--- src/rtl/n64_pkg.sv ---
// ---------------------------------------------------------------------------
// n64_pkg
// Shared types and constants for the N64 paddle tracker.
//   n64_status_t     : 32-bit controller status word, MSB first
//   BTN_*_BIT        : bit positions of the digital buttons in the status word
//   tracker_state_t  : poll/response state machine encoding
//   abs9()           : magnitude of a signed 8-bit axis, widened so -128 -> 128
// ---------------------------------------------------------------------------
package n64_pkg;

   typedef struct packed {
      logic              a;       // [31]
      logic              b;       // [30]
      logic              z;       // [29]
      logic              start;   // [28]
      logic              up;      // [27]
      logic              down;    // [26]
      logic              left;    // [25]
      logic              right;   // [24]
      logic [7:0]        aux;     // [23:16] shoulder / C buttons, passed through
      logic signed [7:0] x;       // [15:8]
      logic signed [7:0] y;       // [7:0]
   } n64_status_t;

   localparam int BTN_A_BIT     = 31;
   localparam int BTN_B_BIT     = 30;
   localparam int BTN_Z_BIT     = 29;
   localparam int BTN_START_BIT = 28;
   localparam int BTN_UP_BIT    = 27;
   localparam int BTN_DOWN_BIT  = 26;
   localparam int BTN_LEFT_BIT  = 25;
   localparam int BTN_RIGHT_BIT = 24;

   // The buttons output carries status[31:16]; offset to index into it.
   localparam int BUTTONS_LSB   = 16;

   typedef enum logic [1:0] {
      IDLE      = 2'd0,
      WAIT_RESP = 2'd1,
      UPDATE    = 2'd2
   } tracker_state_t;

   // Absolute value in 9 bits so that -128 does not wrap back to -128.
   function automatic logic [8:0] abs9(input logic signed [7:0] v);
      logic signed [8:0] w;
      w = {v[7], v};
      return w[8] ? $unsigned(-w) : $unsigned(w);
   endfunction

endpackage

--- src/rtl/n64_stick_stepper.sv ---
// ---------------------------------------------------------------------------
// n64_stick_stepper
// Combinational conversion of joystick Y and D-pad Up/Down into a signed
// paddle step.
//   y_i     in  8       signed joystick Y (+Y moves the paddle up/positive)
//   up_i    in  1       D-pad Up held
//   down_i  in  1       D-pad Down held
//   step_o  out STEP_W  signed step to add to the paddle position
// The joystick has priority; the D-pad only acts when the stick produces
// no movement (inside the deadzone).
// ---------------------------------------------------------------------------
module n64_stick_stepper
   import n64_pkg::*;
#(
   parameter int DEADZONE    = 8,
   parameter int SPEED_SHIFT = 3,
   parameter int DPAD_STEP   = 2,
   parameter int STEP_W      = 11
) (
   input  logic signed [7:0]        y_i,
   input  logic                     up_i,
   input  logic                     down_i,
   output logic signed [STEP_W-1:0] step_o
);

   logic [8:0] mag;
   logic [8:0] excess;
   logic [8:0] js_mag;

   always_comb begin
      mag    = abs9(y_i);
      excess = mag - 9'(DEADZONE);
      js_mag = 9'd0;
      if (mag > 9'(DEADZONE)) begin
         js_mag = excess >> SPEED_SHIFT;
         // Any deflection past the deadzone moves at least one unit, so the
         // slow band just outside the deadzone is not dead.
         if (js_mag == 9'd0) begin
            js_mag = 9'd1;
         end
      end

      step_o = '0;
      if (js_mag != 9'd0) begin
         step_o = y_i[7] ? -STEP_W'(js_mag) : STEP_W'(js_mag);
      end else if (up_i && !down_i) begin
         step_o = STEP_W'(DPAD_STEP);
      end else if (down_i && !up_i) begin
         step_o = -STEP_W'(DPAD_STEP);
      end
   end

endmodule

--- src/rtl/n64_paddle_tracker.sv ---
// ---------------------------------------------------------------------------
// n64_paddle_tracker
// Polls an N64 controller interface on a fixed period, captures each
// response and turns it into a saturating paddle position plus button events.
//   clk              in   1      system clock
//   reset            in   1      synchronous active-high reset
//   enable           in   1      permits new polls
//   poll_start       out  1      start request to the controller interface
//   ctrl_data        in   34     response; [31:0] status word, [33:32] unused
//   ctrl_read_valid  in   1      response valid (level; rising edge used)
//   paddle_pos       out  POS_W  paddle position, 0..PADDLE_MAX
//   buttons          out  16     last captured status[31:16]
//   sample_valid     out  1      one-cycle pulse when outputs update
//   serve_pulse      out  1      one-cycle pulse on an A press (not paused)
//   pause            out  1      toggled by Start presses
//   stale            out  1      last poll timed out
//   timeout_count    out  8      saturating count of timeouts
// ---------------------------------------------------------------------------
module n64_paddle_tracker
   import n64_pkg::*;
#(
   parameter int POLL_PERIOD    = 1000,
   parameter int START_CYCLES   = 2,
   parameter int TIMEOUT_CYCLES = 800,
   parameter int POS_W          = 9,
   parameter int PADDLE_MAX     = 400,
   parameter int DEADZONE       = 8,
   parameter int SPEED_SHIFT    = 3,
   parameter int DPAD_STEP      = 2
) (
   input  logic             clk,
   input  logic             reset,
   input  logic             enable,
   output logic             poll_start,
   input  logic [33:0]      ctrl_data,
   input  logic             ctrl_read_valid,
   output logic [POS_W-1:0] paddle_pos,
   output logic [15:0]      buttons,
   output logic             sample_valid,
   output logic             serve_pulse,
   output logic             pause,
   output logic             stale,
   output logic [7:0]       timeout_count
);

   localparam int PCW    = (POLL_PERIOD > 1) ? $clog2(POLL_PERIOD) : 1;
   localparam int WCW    = $clog2(TIMEOUT_CYCLES + 1);
   localparam int SCW    = $clog2(START_CYCLES + 1);
   localparam int STEP_W = POS_W + 2;

   localparam logic signed [STEP_W-1:0] POS_MAX_S = STEP_W'(PADDLE_MAX);

   // ---------------- state ----------------
   tracker_state_t   state_q, state_d;
   logic [PCW-1:0]   cnt_q, cnt_d;
   logic [WCW-1:0]   wait_q, wait_d;
   logic [SCW-1:0]   start_q, start_d;
   logic             rv_prev_q;
   n64_status_t      status_q, status_d;
   logic [POS_W-1:0] pos_q, pos_d;
   logic [15:0]      buttons_q, buttons_d;
   logic             sample_valid_q, sample_valid_d;
   logic             serve_q, serve_d;
   logic             pause_q, pause_d;
   logic             stale_q, stale_d;
   logic [7:0]       tcount_q, tcount_d;

   // ---------------- combinational helpers ----------------
   logic                     tick;
   logic                     rise;
   logic                     a_rise;
   logic                     start_rise;
   logic signed [STEP_W-1:0] step;
   logic signed [STEP_W-1:0] sum;
   logic [POS_W-1:0]         clamped;

   n64_stick_stepper #(
      .DEADZONE    (DEADZONE),
      .SPEED_SHIFT (SPEED_SHIFT),
      .DPAD_STEP   (DPAD_STEP),
      .STEP_W      (STEP_W)
   ) u_stepper (
      .y_i    (status_q.y),
      .up_i   (status_q.up),
      .down_i (status_q.down),
      .step_o (step)
   );

   assign tick = (cnt_q == PCW'(POLL_PERIOD - 1));
   assign rise = ctrl_read_valid & ~rv_prev_q;

   // buttons_q holds the previous captured status[31:16], so it doubles as
   // the reference for press detection.
   assign a_rise     = status_q.a     & ~buttons_q[BTN_A_BIT - BUTTONS_LSB];
   assign start_rise = status_q.start & ~buttons_q[BTN_START_BIT - BUTTONS_LSB];

   always_comb begin
      sum = $signed({2'b00, pos_q}) + step;
      if (sum < 0) begin
         clamped = '0;
      end else if (sum > POS_MAX_S) begin
         clamped = POS_W'(PADDLE_MAX);
      end else begin
         clamped = sum[POS_W-1:0];
      end
   end

   // ---------------- next-state logic ----------------
   always_comb begin
      state_d        = state_q;
      cnt_d          = tick ? '0 : cnt_q + PCW'(1);
      wait_d         = wait_q;
      start_d        = start_q;
      status_d       = status_q;
      pos_d          = pos_q;
      buttons_d      = buttons_q;
      sample_valid_d = 1'b0;
      serve_d        = 1'b0;
      pause_d        = pause_q;
      stale_d        = stale_q;
      tcount_d       = tcount_q;

      case (state_q)
         IDLE: begin
            if (tick && enable) begin
               state_d = WAIT_RESP;
               wait_d  = '0;
               start_d = SCW'(START_CYCLES);
            end
         end

         WAIT_RESP: begin
            // Ticks and enable are ignored here: an outstanding poll always
            // runs to a response or a timeout.
            wait_d = wait_q + WCW'(1);
            if (start_q != '0) begin
               start_d = start_q - SCW'(1);
            end
            if (rise) begin
               // A response beats a timeout landing on the same cycle.
               state_d  = UPDATE;
               status_d = n64_status_t'(ctrl_data[31:0]);
               start_d  = '0;
            end else if (wait_q == WCW'(TIMEOUT_CYCLES - 1)) begin
               state_d = IDLE;
               stale_d = 1'b1;
               start_d = '0;
               if (tcount_q != 8'hFF) begin
                  tcount_d = tcount_q + 8'd1;
               end
            end
         end

         UPDATE: begin
            state_d        = IDLE;
            buttons_d      = status_q[31:16];
            sample_valid_d = 1'b1;
            stale_d        = 1'b0;
            // The pause value in force before this sample gates both motion
            // and serving; a Start press only affects later samples.
            if (!pause_q) begin
               pos_d = clamped;
            end
            if (a_rise && !pause_q) begin
               serve_d = 1'b1;
            end
            if (start_rise) begin
               pause_d = ~pause_q;
            end
         end

         default: begin
            state_d = IDLE;
         end
      endcase
   end

   // ---------------- registers ----------------
   always_ff @(posedge clk) begin
      if (reset) begin
         state_q        <= IDLE;
         cnt_q          <= '0;
         wait_q         <= '0;
         start_q        <= '0;
         rv_prev_q      <= 1'b0;
         status_q       <= '0;
         pos_q          <= POS_W'(PADDLE_MAX / 2);
         buttons_q      <= '0;
         sample_valid_q <= 1'b0;
         serve_q        <= 1'b0;
         pause_q        <= 1'b0;
         stale_q        <= 1'b0;
         tcount_q       <= '0;
      end else begin
         state_q        <= state_d;
         cnt_q          <= cnt_d;
         wait_q         <= wait_d;
         start_q        <= start_d;
         rv_prev_q      <= ctrl_read_valid;
         status_q       <= status_d;
         pos_q          <= pos_d;
         buttons_q      <= buttons_d;
         sample_valid_q <= sample_valid_d;
         serve_q        <= serve_d;
         pause_q        <= pause_d;
         stale_q        <= stale_d;
         tcount_q       <= tcount_d;
      end
   end

   // ---------------- outputs ----------------
   assign poll_start    = (start_q != '0);
   assign paddle_pos    = pos_q;
   assign buttons       = buttons_q;
   assign sample_valid  = sample_valid_q;
   assign serve_pulse   = serve_q;
   assign pause         = pause_q;
   assign stale         = stale_q;
   assign timeout_count = tcount_q;

   // Response framing bits and the X axis are not used by the paddle.
   logic unused_bits;
   assign unused_bits = ^{ctrl_data[33:32], status_q.x};

endmodule

--- config.mk ---
export PLATFORM = sky130hd
export DESIGN_NAME = n64_paddle_tracker
export DESIGN_NICKNAME = d
export VERILOG_FILES = /design/src/rtl/n64_pkg.sv /design/src/rtl/n64_stick_stepper.sv /design/src/rtl/n64_paddle_tracker.sv
export SDC_FILE = /design/constraint.sdc
export NUM_CORES = 1
export LEC_CHECK = 0
export CORE_MARGIN = 4
export CORE_UTILIZATION = 35
export DETAILED_ROUTE_END_ITERATION = 12
export GPL_TIMING_DRIVEN = 0
export PLACE_DENSITY = 0.59
export SLEW_MARGIN = 20
export SYNTH_ARGS = -nofsm -noshare
export SYNTH_HDL_FRONTEND = slang
export SYNTH_SLANG_ARGS = --single-unit
--- constraint.sdc ---
create_clock -name clk -period 15.07 [get_ports clk]
set_clock_uncertainty 0.1 [all_clocks]
set_input_delay 3.014 -clock clk [delete_from_list [all_inputs] [get_ports clk]]
set_output_delay 3.014 -clock clk [all_outputs]
set_load 0.02 [all_outputs]
==> results of run 1 <==
cells by family (layout without fill, tap and decap cells):
logic type | after synthesis | in the layout | share of synthesized area [%]
AO/OA/AOI/OAI | 128 | 128 | 19.3
XOR/XNOR | 28 | 28 | 5.17
adder cells (fa/ha/maj) | 21 | 21 | 5.69
buffers and inverters | 51 | 131 | 4.64
flip-flops | 86 | 86 | 36.3
multiplexers | 24 | 24 | 5.56
AND/OR/NAND/NOR | 230 | 230 | 23.4
power groups by stage:
| stage | Clock (W) | Combinational, W | Sequential [W] |
|---|---|---|---|
| after floorplan | 0 | 0.00000493 | 0.000234 |
| after global placement | 0 | 0.0000148 | 0.000234 |
| after detailed placement | 0 | 0.0000147 | 0.000234 |
| after CTS | 0.000216 | 0.0000148 | 0.000229 |
| after global routing | 0.000225 | 0.0000159 | 0.000229 |
| final | 0.000210 | 0.0000145 | 0.000229 |
worst max path at each step:
| stage | from | endpoint | slack (ps) | cells past startpoint |
|---|---|---|---|---|
| detailed placement | status_q[0] | paddle_pos[5] | 8260 | 25 |
| CTS | status_q[0] | paddle_pos[5] | 8230 | 25 |
| global route | status_q[0] | paddle_pos[0] | 7780 | 25 |
| floorplan | status_q[0] | paddle_pos[5] | 9110 | 25 |
| finish | status_q[0] | paddle_pos[5] | 8240 | 25 |
| global placement | status_q[0] | paddle_pos[5] | 8360 | 25 |
synthesized netlist by cell type, drive strengths merged, types with 5 or more instances:
cell     n
a21oi   44
and3    10
buf      7
clkbuf  17
dfxtp   86
ha      20
inv     27
mux2i   21
nand2   80
nand3    7
nand4   11
nor2    68
nor2b    6
nor3     9
o21a     5
o21ai   22
o31ai    7
or2      5
or3      9
xnor2   12
xor2    16
metrics by stage:
step	worst slack, ps	area (sq um)
2_1_floorplan	9110	4750
3_3_place_gp	8360	5610
3_5_place_dp	8260	5610
4_1_cts	8230	5880
5_1_grt	7780	5880
6_report	8240	5880
flip-flops by register name, indices dropped and copies added, names as in the netlist:
signal	count
serve_pulse	1
buttons	16
rv_prev_q	1
timeout_count	8
stale	1
pause	1
start_q	2
status_q	24
cnt_q	10
state_q	2
sample_valid	1
paddle_pos	9
wait_q	10
critical path: cells and delay by family (launching register included):
| kind | cells | cell delay, ps |
|---|---|---|
| muxes | 1 | 180 |
| xor gates and xnor gates | 1 | 150 |
| buffers and inverters | 2 | 240 |
| and+or+nand+nor | 8 | 1710 |
| AOI/OAI and AO/OA | 9 | 2960 |
| DFF | 1 | 420 |
| adders and majority gates | 4 | 970 |
cell type report:
type / count / area (sq um) / area share (%)
Buffer: 24 / 119 / 2.02
Tap cell: 176 / 220 / 3.74
Multi-Input combinational cell: 431 / 2800 / 47.7
Timing Repair Buffer: 64 / 641 / 10.9
Inverter: 27 / 101 / 1.72
Clock inverter: 6 / 45.0 / 0.766
Sequential cell: 86 / 1720 / 29.3
Clock buffer: 10 / 229 / 3.89
layout by cell type (no fill, tap or decap), types with 5 or more instances in the layout:
| cell | instances |
|---|---|
| sky130_fd_sc_hd__or3_1 | 9 |
| sky130_fd_sc_hd__xnor2_1 | 12 |
| sky130_fd_sc_hd__and3_1 | 10 |
| sky130_fd_sc_hd__nor3_1 | 9 |
| sky130_fd_sc_hd__nand3_1 | 7 |
| sky130_fd_sc_hd__xor2_1 | 16 |
| sky130_fd_sc_hd__ha_1 | 20 |
| sky130_fd_sc_hd__a21oi_1 | 44 |
| sky130_fd_sc_hd__clkbuf_1 | 17 |
| sky130_fd_sc_hd__or2_2 | 5 |
| sky130_fd_sc_hd__nor2_1 | 68 |
| sky130_fd_sc_hd__o31ai_1 | 6 |
| sky130_fd_sc_hd__o21a_1 | 5 |
| sky130_fd_sc_hd__o21ai_0 | 20 |
| sky130_fd_sc_hd__nor2b_1 | 6 |
| sky130_fd_sc_hd__dfxtp_1 | 86 |
| sky130_fd_sc_hd__nand4_1 | 11 |
| sky130_fd_sc_hd__clkbuf_16 | 9 |
| sky130_fd_sc_hd__mux2i_1 | 19 |
| sky130_fd_sc_hd__nand2_1 | 80 |
| sky130_fd_sc_hd__inv_1 | 27 |
| sky130_fd_sc_hd__clkdlybuf4s50_1 | 64 |
metal layers:
| metal | global-route usage (%) | wire length [um] | share of wire [%] |
|---|---|---|---|
| met5 | 0 | 0 | 0 |
| met4 | 6.32 | 278 | 2.3 |
| met3 | 4.29 | 499 | 4.1 |
| met2 | 25.7 | 5790 | 48 |
| met1 | 20.0 | 5540 | 46 |
==> flow_summary.yaml, run 1 <==
synthesis:
  synth.area.top_cells: "sky130_fd_sc_hd__dfxtp_1 (36%), sky130_fd_sc_hd__nand2_1 (6.3%), sky130_fd_sc_hd__nor2_1 (5.4%)"
  synth_edf_count: 0
  yosysWarnings: 0
  synthArstFlopShare_pct: 0
  syn_inst_count: 568
  synthesis.area_per_instance_sq_um: 8.36
  seq_area_frac_synth_pct: 36.3
  synth.ff_latch_count: 86
  syn-cell-area_sq_um: 4750
  main_synth_ff_type: "sky130_fd_sc_hd__dfxtp_1"
  synth_largest_area_cell: "sky130_fd_sc_hd__dfxtp_1"
  postSynthNetCount: 627
  post_synth_num_cell_types: 73
  yosysTopAreaCellShare_pct: 36.3
worst_setup_path:
  reg2regPathDepth: 25
  crit_path_top_delay_cell: "sky130_fd_sc_hd__a311oi_2"
  crit_required_ps: 15230
  reg2reg_setup_slack_ps: 8240
  rr_startpoint: "status_q[0]"
  crit_path_max_fanout: 9
  most_numerous_cell_on_the_critical_path: "sky130_fd_sc_hd__ha_1"
  timing.setup.critical_path_class: "flip-flop to flip-flop"
  worst_setup_path_end_kind: "flip-flop"
  timing.rr.end: "paddle_pos[5]"
  worst_ep_arrival_time_ps: 6990
  worstSetupStartpointType: "flip-flop"
  critical-path-max-stage-delay_ps: 560
drt:
  dr.first_iter.drc_count: 268
  finalWirelength_mm: 12.1
  num_vias: 4227
  antenna_left: 0
  detail_route.drc_violations: 0
  drt-vias-per-instance: 5.13
  drt-wirelength-per-cell_um: 14.7
  drt_first_pass_iters: 4
final_layout:
  antenna_cells_inserted: 0
  final_cells: 824
  final_core_utilization_pct: 44.4
  proportion_of_layout_cells_with_a_drive_suffix_above_1_pct: 6.94
  area_growth_syn_to_layout_pct: 23.9
  finalNetCount: 702
  layout.filler_cells: 1311
placed_design:
  detailedPlacementHpwl_mm: 9.19
  globalplace.congestion: 0.858
  port-buffer-count: 64
  dp.cells: 808
worst_hold_path:
  class_of_the_tightest_hold_or_removal_check: "flip-flop to flip-flop"
  hold_path.startpoint: "status_q[20]"
  worst_hold_path.endpoint: "status_q[20]"
  hold-path-cell-count: 2
power_and_ir_drop:
  cellLeakagePower_nw: 2.07
  pwr-share-comb_pct: 3.2
  power.switching_w: 0.000105
  clock_power_share_pct: 46.3
  sequentialPowerShare_pct: 50.5
  internal_power_of_the_cells_w: 0.000348
  vdd.ir_drop.worst_mv: 0.0659
  finalPower_w: 0.000453
  power.density_cell_area_nw_per_um2: 77.0
  switching_share_pct: 23.1
timing:
  number_of_endpoints_failing_setup_at_the_final_stage: 0
  timing_max_transition_violations_final: 0
  final_hold_viol_count: 0
  tns_ps: 0
  final.min_clock_period_ps: 6830
  timing.fmax_ghz: 0.146
  worst_margin_pin_slew_ps: 722
  worst_slew_margin_rel_pct: 51.9
  rsz0062_at_grt: "false"
  hold-worst-slack_ps: 360
  period_share_pct: 45.3
cts:
  post-cts-setup-buffer-count: 0
  clk_pin_slew_ps: 70
  cts-buffers-inserted: 9
  insertion_delay_ps: 340
  cts_hold_buf: 0
  cts_tree: "yes"
  cts_root_buf: "sky130_fd_sc_hd__clkbuf_16"
  sink_count_of_the_clock_tree: 86
  post_cts_resized: 0
  cts-htree-levels: 3
  clock_path_buffers: 2
die:
  core.rowCount: 42
  die_width_um: 124
  die_y_um: 124
  floorplan.initialDensity_pct: 35.8
  design.core.area_sq_um: 13200
  floorplan.io_pins: 76
  design.die.area_sq_um: 15500
global_routing:
  global_route_usage_sum_pct: 15.9
  grt_max_degree: 16
  grt_remaining_overflow: 0
  grt_pass1_wl_mm: 20.2
  grt_antenna_before_repair: 0
  vias_in_the_first_global_route: 4111
outcome:
  run_status: "finished, final reports clean"
run:
  max-cap-violations: 0
No activity file was read; power rests on OpenSTA's default activity.
==> inputs of run 2 (changes only) <==
clock period = 6.33 ns   (was 15.07 ns; I/O delays follow)
==> run 2 against run 1 <==
Hold slack better by 1.2 ps. Highest routed layer unchanged. Sequential share of layout area fell by 0.42 points. Via count rose by 1.1%. Critical endpoint unchanged. Design area grew 1.9%.
==> flow_summary.yaml, run 2 (same netlist as run 1, synthesis figures left out) <==
outcome:
  run_status: "finished, final reports clean"
global_routing:
  grt_pass1_wl_mm: 20.3
  grt_remaining_overflow: 0
  vias_in_the_first_global_route: 4148
  global_route_usage_sum_pct: 16.0
  grt_max_degree: 16
  grt_antenna_before_repair: 0
final_layout:
  area_growth_syn_to_layout_pct: 26.3
  antenna_cells_inserted: 0
  multi_input_combinational_cell_area_sq_um: 2860
  layout.filler_cells: 1297
  mostFrequentLayoutCell: "sky130_fd_sc_hd__dfxtp_1"
  largest_register_ff_count: 24
  proportion_of_layout_cells_with_a_drive_suffix_above_1_pct: 9.47
  final_cells: 831
  layout.area.seq_sq_um: 1730
  layout.cells.most_common_list: "sky130_fd_sc_hd__dfxtp_1 (84), sky130_fd_sc_hd__nand2_1 (80), sky130_fd_sc_hd__nor2_1 (68)"
  regMostFlops: "status_q"
  finalNetCount: 709
power_and_ir_drop:
  internal_power_of_the_cells_w: 0.000828
  sequentialPowerShare_pct: 50.4
  cellLeakagePower_nw: 2.11
  vdd.ir_drop.worst_mv: 0.156
  clock_power_share_pct: 46.4
  power.switching_w: 0.000250
  pwr-share-comb_pct: 3.2
  power.density_cell_area_nw_per_um2: 180
  switching_share_pct: 23.2
die:
  floorplan.io_pins: 76
  die_width_um: 124
  floorplan.initialDensity_pct: 35.8
  design.die.area_sq_um: 15500
  core.rowCount: 42
  die_y_um: 124
  design.core.area_sq_um: 13200
placed_design:
  dp.cells: 808
  detailedPlacementHpwl_mm: 9.19
  port-buffer-count: 64
  globalplace.congestion: 0.858
worst_setup_path:
  cp_top_family: "compound AO/OA/AOI/OAI gates"
  worst_ep_arrival_time_ps: 6160
  crit_required_ps: 6490
  critical-path-max-stage-delay_ps: 420
  timing.critical_path.buf_inv: 3
  crit_path_top_delay_cell: "sky130_fd_sc_hd__dfxtp_4"
  crit_path_max_fanout: 8
  worstSetupStartpointType: "flip-flop"
  timing.setup.critical_path_class: "flip-flop to flip-flop"
  worst_setup_path_end_kind: "flip-flop"
cts:
  sink_count_of_the_clock_tree: 86
  cts_hold_buf: 0
  clock_path_buffers: 2
  clk_pin_slew_ps: 70
  insertion_delay_ps: 350
  cts-buffers-inserted: 9
  cts_tree: "yes"
  cts_root_buf: "sky130_fd_sc_hd__clkbuf_16"
  cts-htree-levels: 3
drt:
  num_vias: 4272
  finalWirelength_mm: 12.3
  antenna_left: 0
  detail_route.drc_violations: 0
  drt_first_pass_iters: 4
  drt-vias-per-instance: 5.14
  drt-wirelength-per-cell_um: 14.8
  dr.first_iter.drc_count: 306
timing:
  final_hold_viol_count: 0
  final.min_clock_period_ps: 6000
  period_share_pct: 94.8
  timing.fmax_ghz: 0.167
  worst_slew_margin_rel_pct: 51.9
  worst_margin_pin_slew_ps: 721
  rsz0062_at_grt: "false"
  number_of_endpoints_failing_setup_at_the_final_stage: 0
  hold-worst-slack_ps: 361
  timing_max_transition_violations_final: 0
worst_hold_path:
  class_of_the_tightest_hold_or_removal_check: "flip-flop to flip-flop"
run:
  max-cap-violations: 0
-- run 2: layout make-up --
cell class,instances,share of cell area [%]
inverters,27,1.69
well taps,176,3.67
flip-flops and latches,86,28.9
repair buffers,71,11.6
clock buffers,10,3.82
multi-input cells,431,47.7
plain buffers,24,1.98
clock inverters,6,0.752
-- run 2: worst paths after layout --
| kind | from | endpoint | slack [ps] | cells past startpoint |
|---|---|---|---|---|
| max | status_q[0] | paddle_pos[5] | 330 | 26 |
| min | status_q[22] | status_q[22] | 360 | 2 |
| max reg2reg | status_q[0] | paddle_pos[5] | 330 | 26 |
| min reg2reg | status_q[22] | status_q[22] | 360 | 2 |
-- run 2: metrics by stage --
| stage | power (W) | setup slack [ps] | utilization, % | area (sq um) | TNS, ps |
|---|---|---|---|---|---|
| 3_3_place_gp | 0.000592 | -382 | 42.3 | 5610 | -2030 |
| 2_1_floorplan | 0.000568 | 369 | - | 4750 | 0 |
| 6_report | 0.00108 | 331 | 45.3 | 5990 | 0 |
| 3_5_place_dp | 0.000592 | -476 | 42.3 | 5610 | -2520 |
| 4_1_cts | 0.00109 | 67.6 | 44.7 | 5920 | 0 |
| 5_1_grt | 0.00112 | 25.2 | 45.3 | 5990 | 0 |
-- run 2: tightest hold or removal path, delay by kind of cell (launching register included) --
kind / cells / cell delay, ps
flip-flops: 1 / 310
AND/OR/NAND/NOR: 1 / 50
AO/OA/AOI/OAI: 1 / 50
-- run 2: repair_timing --
item / in CTS / in global routing
setup endpoints to repair: 6 / 9
buffers inserted: 3 / 4
gates resized for setup: 6 / 10
pin swaps: 1 / 1
-- run 2: power groups by stage --
| stage | Clock (W) | Sequential (W) | Combinational (W) |
|---|---|---|---|
| after floorplan | 0 | 0.000556 | 0.0000117 |
| after global placement | 0 | 0.000557 | 0.0000353 |
| after detailed placement | 0 | 0.000557 | 0.0000350 |
| after CTS | 0.000514 | 0.000544 | 0.0000351 |
| after global routing | 0.000535 | 0.000544 | 0.0000380 |
| final | 0.000500 | 0.000544 | 0.0000348 |
-- run 2: metal layers --
metal  track usage (%)  wire (um)  vias up  share of wire (%)
met3              4.33        452       26                3.7
met5                 0          0        -                  0
met2              25.9       5870       73                 48
li1                  -          -     2158                  -
met4              6.77        377        0                3.1
met1              20.0       5600     2015                 46
